<file path="src/rtl/uart_rx.sv">
// uart_rx: host-facing 8N1 / 8E1 UART receiver with a small first-word-fall-through
// receive FIFO and sticky framing / parity / overrun flags.
// Optional feature macro: UART_RX_PARITY_EN (adds an even-parity bit to each frame).
module uart_rx #(
    parameter int CLKS_PER_BIT = 174,
    parameter int FIFO_DEPTH   = 4
) (
    input  logic       clk,
    input  logic       reset,
    input  logic       rx,
    output logic [7:0] rx_data,
    output logic       rx_valid,
    input  logic       rx_ready,
    output logic       frame_err,
    output logic       parity_err,
    output logic       overrun,
    input  logic       err_clr
);

    // Half-bit wait from the falling edge to the centre of the start bit.
    localparam int HALF = CLKS_PER_BIT / 2;
    // Counter width: holds values up to CLKS_PER_BIT-1.
    localparam int CW   = $clog2(CLKS_PER_BIT);
    // FIFO index width; pointers carry one extra wrap bit.
    localparam int PW   = $clog2(FIFO_DEPTH);

    localparam logic [CW-1:0] HALF_LAST = CW'(HALF - 1);
    localparam logic [CW-1:0] BIT_LAST  = CW'(CLKS_PER_BIT - 1);

`ifdef UART_RX_PARITY_EN
    typedef enum logic [2:0] {
        IDLE,
        START,
        DATA,
        PARITY,
        STOP,
        BREAK
    } state_t;
`else
    typedef enum logic [2:0] {
        IDLE,
        START,
        DATA,
        STOP,
        BREAK
    } state_t;
`endif

    // ------------------------------------------------------------------
    // Input synchroniser
    // ------------------------------------------------------------------
    logic sync1_q;
    logic sync2_q;
    logic rxs;

    // Two-flop synchroniser; resets to the idle (high) line level.
    always_ff @(posedge clk or posedge reset) begin
        if (reset) begin
            sync1_q <= 1'b1;
            sync2_q <= 1'b1;
        end else begin
            sync1_q <= rx;
            sync2_q <= sync1_q;
        end
    end

    assign rxs = sync2_q;

    // ------------------------------------------------------------------
    // Receive FSM
    // ------------------------------------------------------------------
    state_t        state_q, state_d;
    logic [CW-1:0] cnt_q, cnt_d;
    logic [2:0]    bit_q, bit_d;
    logic [7:0]    shift_q, shift_d;
    logic          push;
    logic          set_frame;
    logic          set_parity;

`ifdef UART_RX_PARITY_EN
    logic par_q, par_d;
    logic parity_ok;

    // Even parity: data bits plus parity bit must XOR to zero.
    assign parity_ok = ~(^{shift_q, par_q});
`endif

    // FSM state and datapath registers.
    always_ff @(posedge clk or posedge reset) begin
        if (reset) begin
            state_q <= IDLE;
            cnt_q   <= '0;
            bit_q   <= '0;
            shift_q <= '0;
`ifdef UART_RX_PARITY_EN
            par_q   <= 1'b0;
`endif
        end else begin
            state_q <= state_d;
            cnt_q   <= cnt_d;
            bit_q   <= bit_d;
            shift_q <= shift_d;
`ifdef UART_RX_PARITY_EN
            par_q   <= par_d;
`endif
        end
    end

    // Next-state logic; the bit-period counter free-runs and is cleared at every sample.
    always_comb begin
        state_d    = state_q;
        cnt_d      = cnt_q + 1'b1;
        bit_d      = bit_q;
        shift_d    = shift_q;
        push       = 1'b0;
        set_frame  = 1'b0;
        set_parity = 1'b0;
`ifdef UART_RX_PARITY_EN
        par_d      = par_q;
`endif
        case (state_q)
            IDLE: begin
                cnt_d = '0;
                if (!rxs) begin
                    state_d = START;
                    bit_d   = '0;
                end
            end
            START: begin
                if (cnt_q == HALF_LAST) begin
                    cnt_d = '0;
                    // A line that is high again mid-start-bit was only a glitch.
                    state_d = rxs ? IDLE : DATA;
                end
            end
            DATA: begin
                if (cnt_q == BIT_LAST) begin
                    cnt_d   = '0;
                    shift_d = {rxs, shift_q[7:1]};
                    bit_d   = bit_q + 3'd1;
                    if (bit_q == 3'd7) begin
`ifdef UART_RX_PARITY_EN
                        state_d = PARITY;
`else
                        state_d = STOP;
`endif
                    end
                end
            end
`ifdef UART_RX_PARITY_EN
            PARITY: begin
                if (cnt_q == BIT_LAST) begin
                    cnt_d   = '0;
                    par_d   = rxs;
                    state_d = STOP;
                end
            end
`endif
            STOP: begin
                if (cnt_q == BIT_LAST) begin
                    cnt_d = '0;
                    if (rxs) begin
                        // Leaving at mid-stop lets a back-to-back start bit be caught.
                        state_d = IDLE;
`ifdef UART_RX_PARITY_EN
                        if (parity_ok) begin
                            push = 1'b1;
                        end else begin
                            set_parity = 1'b1;
                        end
`else
                        push = 1'b1;
`endif
                    end else begin
                        set_frame = 1'b1;
                        state_d   = BREAK;
                    end
                end
            end
            BREAK: begin
                cnt_d = '0;
                if (rxs) begin
                    state_d = IDLE;
                end
            end
            default: begin
                state_d = IDLE;
                cnt_d   = '0;
            end
        endcase
    end

    // ------------------------------------------------------------------
    // First-word-fall-through FIFO
    // ------------------------------------------------------------------
    logic [7:0]    mem_q [FIFO_DEPTH];
    logic [7:0]    mem_d [FIFO_DEPTH];
    logic [PW:0]   wr_q, wr_d;
    logic [PW:0]   rd_q, rd_d;
    logic [PW-1:0] wr_idx;
    logic [PW-1:0] rd_idx;
    logic          not_empty;
    logic          full;
    logic          pop;
    logic          push_ok;
    logic          ovr_set;

    assign wr_idx    = wr_q[PW-1:0];
    assign rd_idx    = rd_q[PW-1:0];
    assign not_empty = (wr_q != rd_q);
    assign full      = (wr_q[PW] != rd_q[PW]) && (wr_idx == rd_idx);
    assign pop       = not_empty && rx_ready;
    // A simultaneous pop frees the slot, so a push into a full FIFO still succeeds.
    assign push_ok   = push && (!full || pop);
    assign ovr_set   = push && !push_ok;

    // Per-entry next value: only the slot under the write pointer takes the new byte.
    generate
        for (genvar gi = 0; gi < FIFO_DEPTH; gi++) begin : g_mem_next
            assign mem_d[gi] = (push_ok && (wr_idx == PW'(gi))) ? shift_q : mem_q[gi];
        end
    endgenerate

    // Pointer next values.
    always_comb begin
        wr_d = wr_q;
        rd_d = rd_q;
        if (push_ok) begin
            wr_d = wr_q + 1'b1;
        end
        if (pop) begin
            rd_d = rd_q + 1'b1;
        end
    end

    // FIFO storage and pointers; storage is zeroed on reset.
    always_ff @(posedge clk or posedge reset) begin
        if (reset) begin
            wr_q <= '0;
            rd_q <= '0;
            for (int i = 0; i < FIFO_DEPTH; i++) begin
                mem_q[i] <= '0;
            end
        end else begin
            wr_q <= wr_d;
            rd_q <= rd_d;
            for (int i = 0; i < FIFO_DEPTH; i++) begin
                mem_q[i] <= mem_d[i];
            end
        end
    end

    assign rx_valid = not_empty;
    assign rx_data  = not_empty ? mem_q[rd_idx] : 8'h00;

    // ------------------------------------------------------------------
    // Sticky error flags (a new error wins over a same-cycle clear)
    // ------------------------------------------------------------------
    logic ferr_q, ferr_d;
    logic ovr_q, ovr_d;

    // Sticky flag next values.
    always_comb begin
        ferr_d = set_frame | (ferr_q & ~err_clr);
        ovr_d  = ovr_set   | (ovr_q  & ~err_clr);
    end

    // Sticky flag registers.
    always_ff @(posedge clk or posedge reset) begin
        if (reset) begin
            ferr_q <= 1'b0;
            ovr_q  <= 1'b0;
        end else begin
            ferr_q <= ferr_d;
            ovr_q  <= ovr_d;
        end
    end

    assign frame_err = ferr_q;
    assign overrun   = ovr_q;

`ifdef UART_RX_PARITY_EN
    logic perr_q, perr_d;

    // Parity flag next value.
    always_comb begin
        perr_d = set_parity | (perr_q & ~err_clr);
    end

    // Parity flag register.
    always_ff @(posedge clk or posedge reset) begin
        if (reset) begin
            perr_q <= 1'b0;
        end else begin
            perr_q <= perr_d;
        end
    end

    assign parity_err = perr_q;
`else
    // Without a parity bit in the frame, a parity error cannot happen.
    assign parity_err = 1'b0;

    logic unused_ok;
    assign unused_ok = set_parity;
`endif

endmodule

</file>
<file path="config.mk">
export PLATFORM = sky130hd
export DESIGN_NAME = uart_rx
export DESIGN_NICKNAME = d
export VERILOG_FILES = /design/src/rtl/uart_rx.sv
export SDC_FILE = /design/constraint.sdc
export NUM_CORES = 1
export LEC_CHECK = 0
export ABC_AREA = 1
export BUFFER_PORTS_ARGS = -buffer_cell sky130_fd_sc_hd__buf_2
export CORE_ASPECT_RATIO = 1.4
export CORE_MARGIN = 2
export CORE_UTILIZATION = 50
export DETAILED_ROUTE_END_ITERATION = 10
export GPL_ROUTABILITY_DRIVEN = 0
export PLACE_DENSITY = 0.7
export SYNTH_ARGS = -nofsm -noshare
export SYNTH_HDL_FRONTEND = slang
export SYNTH_SLANG_ARGS = --single-unit
</file>
<file path="constraint.sdc">
create_clock -name clk -period 2.56 [get_ports clk]
set_clock_uncertainty 0.2 [all_clocks]
set_input_delay 0.128 -clock clk [delete_from_list [all_inputs] [get_ports clk]]
set_output_delay 0.128 -clock clk [all_outputs]
set_load 0.02 [all_outputs]
</file>
==> results.json <==
{
  "worstPathCellList": "inv_1 > ha_1 > nand2_1 > nor2_4 > nand2_4 > nor2_8 > buf_4 > nand3_1 > nand2_1 > dlygate4sd3_1",
  "worstSetupEndpoint": "overrun",
  "slowest_delay_ns": 0.55,
  "cts_max_level": 3,
  "path_buf_inv": 3,
  "n_fill_cell": 615,
  "path_class": "flop to flop",
  "dp_hpwl_um": 4850,
  "clkLatencyLatePin_ns": 0.34,
  "outcome": "finished clean",
  "antenna_left": 0,
  "routed_wl_um": 6960,
  "cts_setup_buffers": 0,
  "viasPerCell": 5.30,
  "grt_pass1_wl_um": 12100,
  "tightest_slew_ns": 0.790,
  "worstPathRequired_ns": 2.64,
  "clk_pin_slew_ns": 0.07,
  "hold_path.class": "flop to flop",
  "wl_per_cell_um": 13.5,
  "synth_seq_cells": 64,
  "fmax_ghz": 0.423,
  "fp.dieH_um": 101,
  "fin_crit_sh": 0.923,
  "crit_top_cell": "nand2_1",
  "whs_ns": 0.157,
  "post-synth-top-area-cell": "dfrtp_1",
  "seq_area_frac_synth": 0.481,
  "num-nets-final": 454,
  "setup_viol": 0,
  "finalSetupTns_ns": 0,
  "crit_cells": 10,
  "netlist_area_um2": 3340,
  "ios": 17,
  "start_util": 0.511,
  "netlist_instances": 416,
  "irDropWorstVdd_mv": 0.444,
  "hold_violations": 0,
  "crit_path_top_delay_cell": "dlygate4sd3_1",
  "grt_setup_unrepaired": "false",
  "fin_crit_ns": 2.36,
  "ctsResizeCount": 0,
  "crit_family": "buffers and inverters",
  "die-area_um2": 7350,
  "synth_top_area_frac": 0.465,
  "crit_path_end_kind": "flop",
  "crit-reg2reg-launch": "cnt_q[1]",
  "rows": 35,
  "vias": 2742,
  "r2r-end": "overrun",
  "clk_path_buf_depth": 2,
  "antenna_cells": 0,
  "worstRegToRegCells": 10,
  "crit_path_start": "cnt_q[1]",
  "drtIter0Drc": 178,
  "ys_types": 28,
  "leakage_nw": 2.12,
  "placed_area_um2": 3430,
  "first_pass_iters": 4,
  "cts_tree": "yes",
  "cp_max_fo": 14,
  "ys_warn_count": 0,
  "design_area_um2": 3710,
  "cts.sinks": 64,
  "core_um2": 6530,
  "rrSetupSlack_ns": 0.20,
  "crit_path_start_kind": "flop",
  "max-cap-violations": 0,
  "synth.avg_cell_area_um2": 8.02,
  "syn_nets": 431,
  "slew_headroom": 0.473,
  "drv_slew": 0,
  "first_global_vias": 2703,
  "grt.overflow.total": 0,
  "grt.total_usage": 0.213,
  "die_w_um": 73.0,
  "hold_path_startpoint": "sync1_q",
  "arrival_ns": 2.44,
  "drive_above_1_share": 0.126,
  "cts_inserted_buffers": 9,
  "port_buffers": 15,
  "antenna_found_initial": 0,
  "grt_max_degree": 65,
  "cts-root-buf": "clkbuf_8",
  "synth_area_leaders": "dfrtp_1 46%, nand2_1 17%, nand4_1 6.6%, nor2_1 4.2%, inv_1 4.0%",
  "drc": 0,
  "areaGrowthSynthToFinish_pct": 11.3,
  "p_per_area_nw_per_um2": 543
}
placed cells by master, fill, tap and decap left out, types with 3 or more instances in the layout:
master         count
xor2_1             3
nand2_1          147
buf_2             15
buf_4              8
dlygate4sd3_1      5
nor2_1            37
ha_1              10
nand3_1           14
inv_2              5
nand4_1           35
inv_1             35
nor2_2             3
dfrtp_1           62
clkbuf_8          11
o21ai_0           25
o22ai_1            8
cells by family after synthesis:
kind of cell / Yosys count / share of synthesized area
compound gates: 33 / 0.0525
xor+xnor: 5 / 0.0131
fa+ha+maj: 10 / 0.0375
buf+inv: 57 / 0.0844
flops: 64 / 0.481
other cells: 1 / 0.00112
simple gates: 246 / 0.331
worst min path at each step:
| stage | cells after the start | end | slack [ns] |
|---|---|---|---|
| after floorplan | 0 | sync1_q | -0.07 |
| after CTS | 0 | rxs | 0.16 |
| after global placement | 1 | sync1_q | 0.03 |
| after detailed placement | 1 | sync1_q | 0.04 |
| after global routing | 0 | rxs | 0.16 |
| final | 0 | rxs | 0.16 |
layout make-up:
type                       count  area [um2]  area share
timing repair buffer          28         185      0.0498
inverter                      40         150      0.0404
tap                           74        92.6      0.0249
multi-input combinational    296        1460       0.394
sequential                    64        1600       0.432
clock inverter                 3        65.1      0.0175
clock buffer                  12         155      0.0418
stage by stage:
step | instances | total power [mW] | setup WS, ns | utilization
final | 517 | 2.02 | 0.198 | 0.569
after global routing | 517 | 2.09 | 0.0469 | 0.569
after CTS | 516 | 2.04 | 0.161 | 0.568
after detailed placement | 496 | 1.06 | 0.432 | 0.526
after global placement | 496 | 1.06 | 0.432 | 0.526
after floorplan | 416 | 1.05 | 0.637 | -
Yosys cell counts:
cell type and number:
nand3_2 2, xor2_1 3, ha_1 10, clkbuf_2 1, nand4_1 35, nor2_2 3, inv_2 4, clkbuf_1 6
buf_6 5, nor2_1 37, buf_12 1, dfstp_2 2, buf_4 3, nand2_2 2, o22ai_1 8, dfrtp_1 62
nand2_4 1, nand3b_4 1, nor2_8 1, nand3_1 14, nor2_4 1, xnor2_1 2, inv_1 36, o21ai_0 25
buf_2 1, conb_1 1, nor3_1 2, nand2_1 147
sequential cells by signal, summed over array words and instances (netlist names):
register,flops
state_q,3
shift_q,8
mem_q,32
rxs,1
bit_q,3
sync1_q,1
rd_q,3
cnt_q,8
overrun,1
wr_q,3
frame_err,1
metal layers:
layer	GRT usage	share of wire	wire, um
met5	0	0	0
met4	0.101	0.0090	63
met2	0.360	0.53	3670
met1	0.257	0.44	3030
met3	0.0420	0.028	194
worst register-to-register path: cells and delay by family, from the launching register on:
kind          cells  cell delay (ns)
simple gates      6             0.75
buf+inv           3             0.81
flops             1             0.41
fa+ha+maj         1             0.14
where the power goes:
group          leakage [nW]  internal, mW  switching [mW]
Combinational          1.13       0.00761          0.0226
Clock                 0.112         0.595           0.376
Sequential            0.873          1.01         0.00157
Total                  2.12          1.62           0.400
repair_timing:
item                       CTS  global route
hold endpoints to repair    68             0
hold buffers                 5             0
setup endpoints to repair    0             1
Power figures use the tool's default switching activity.
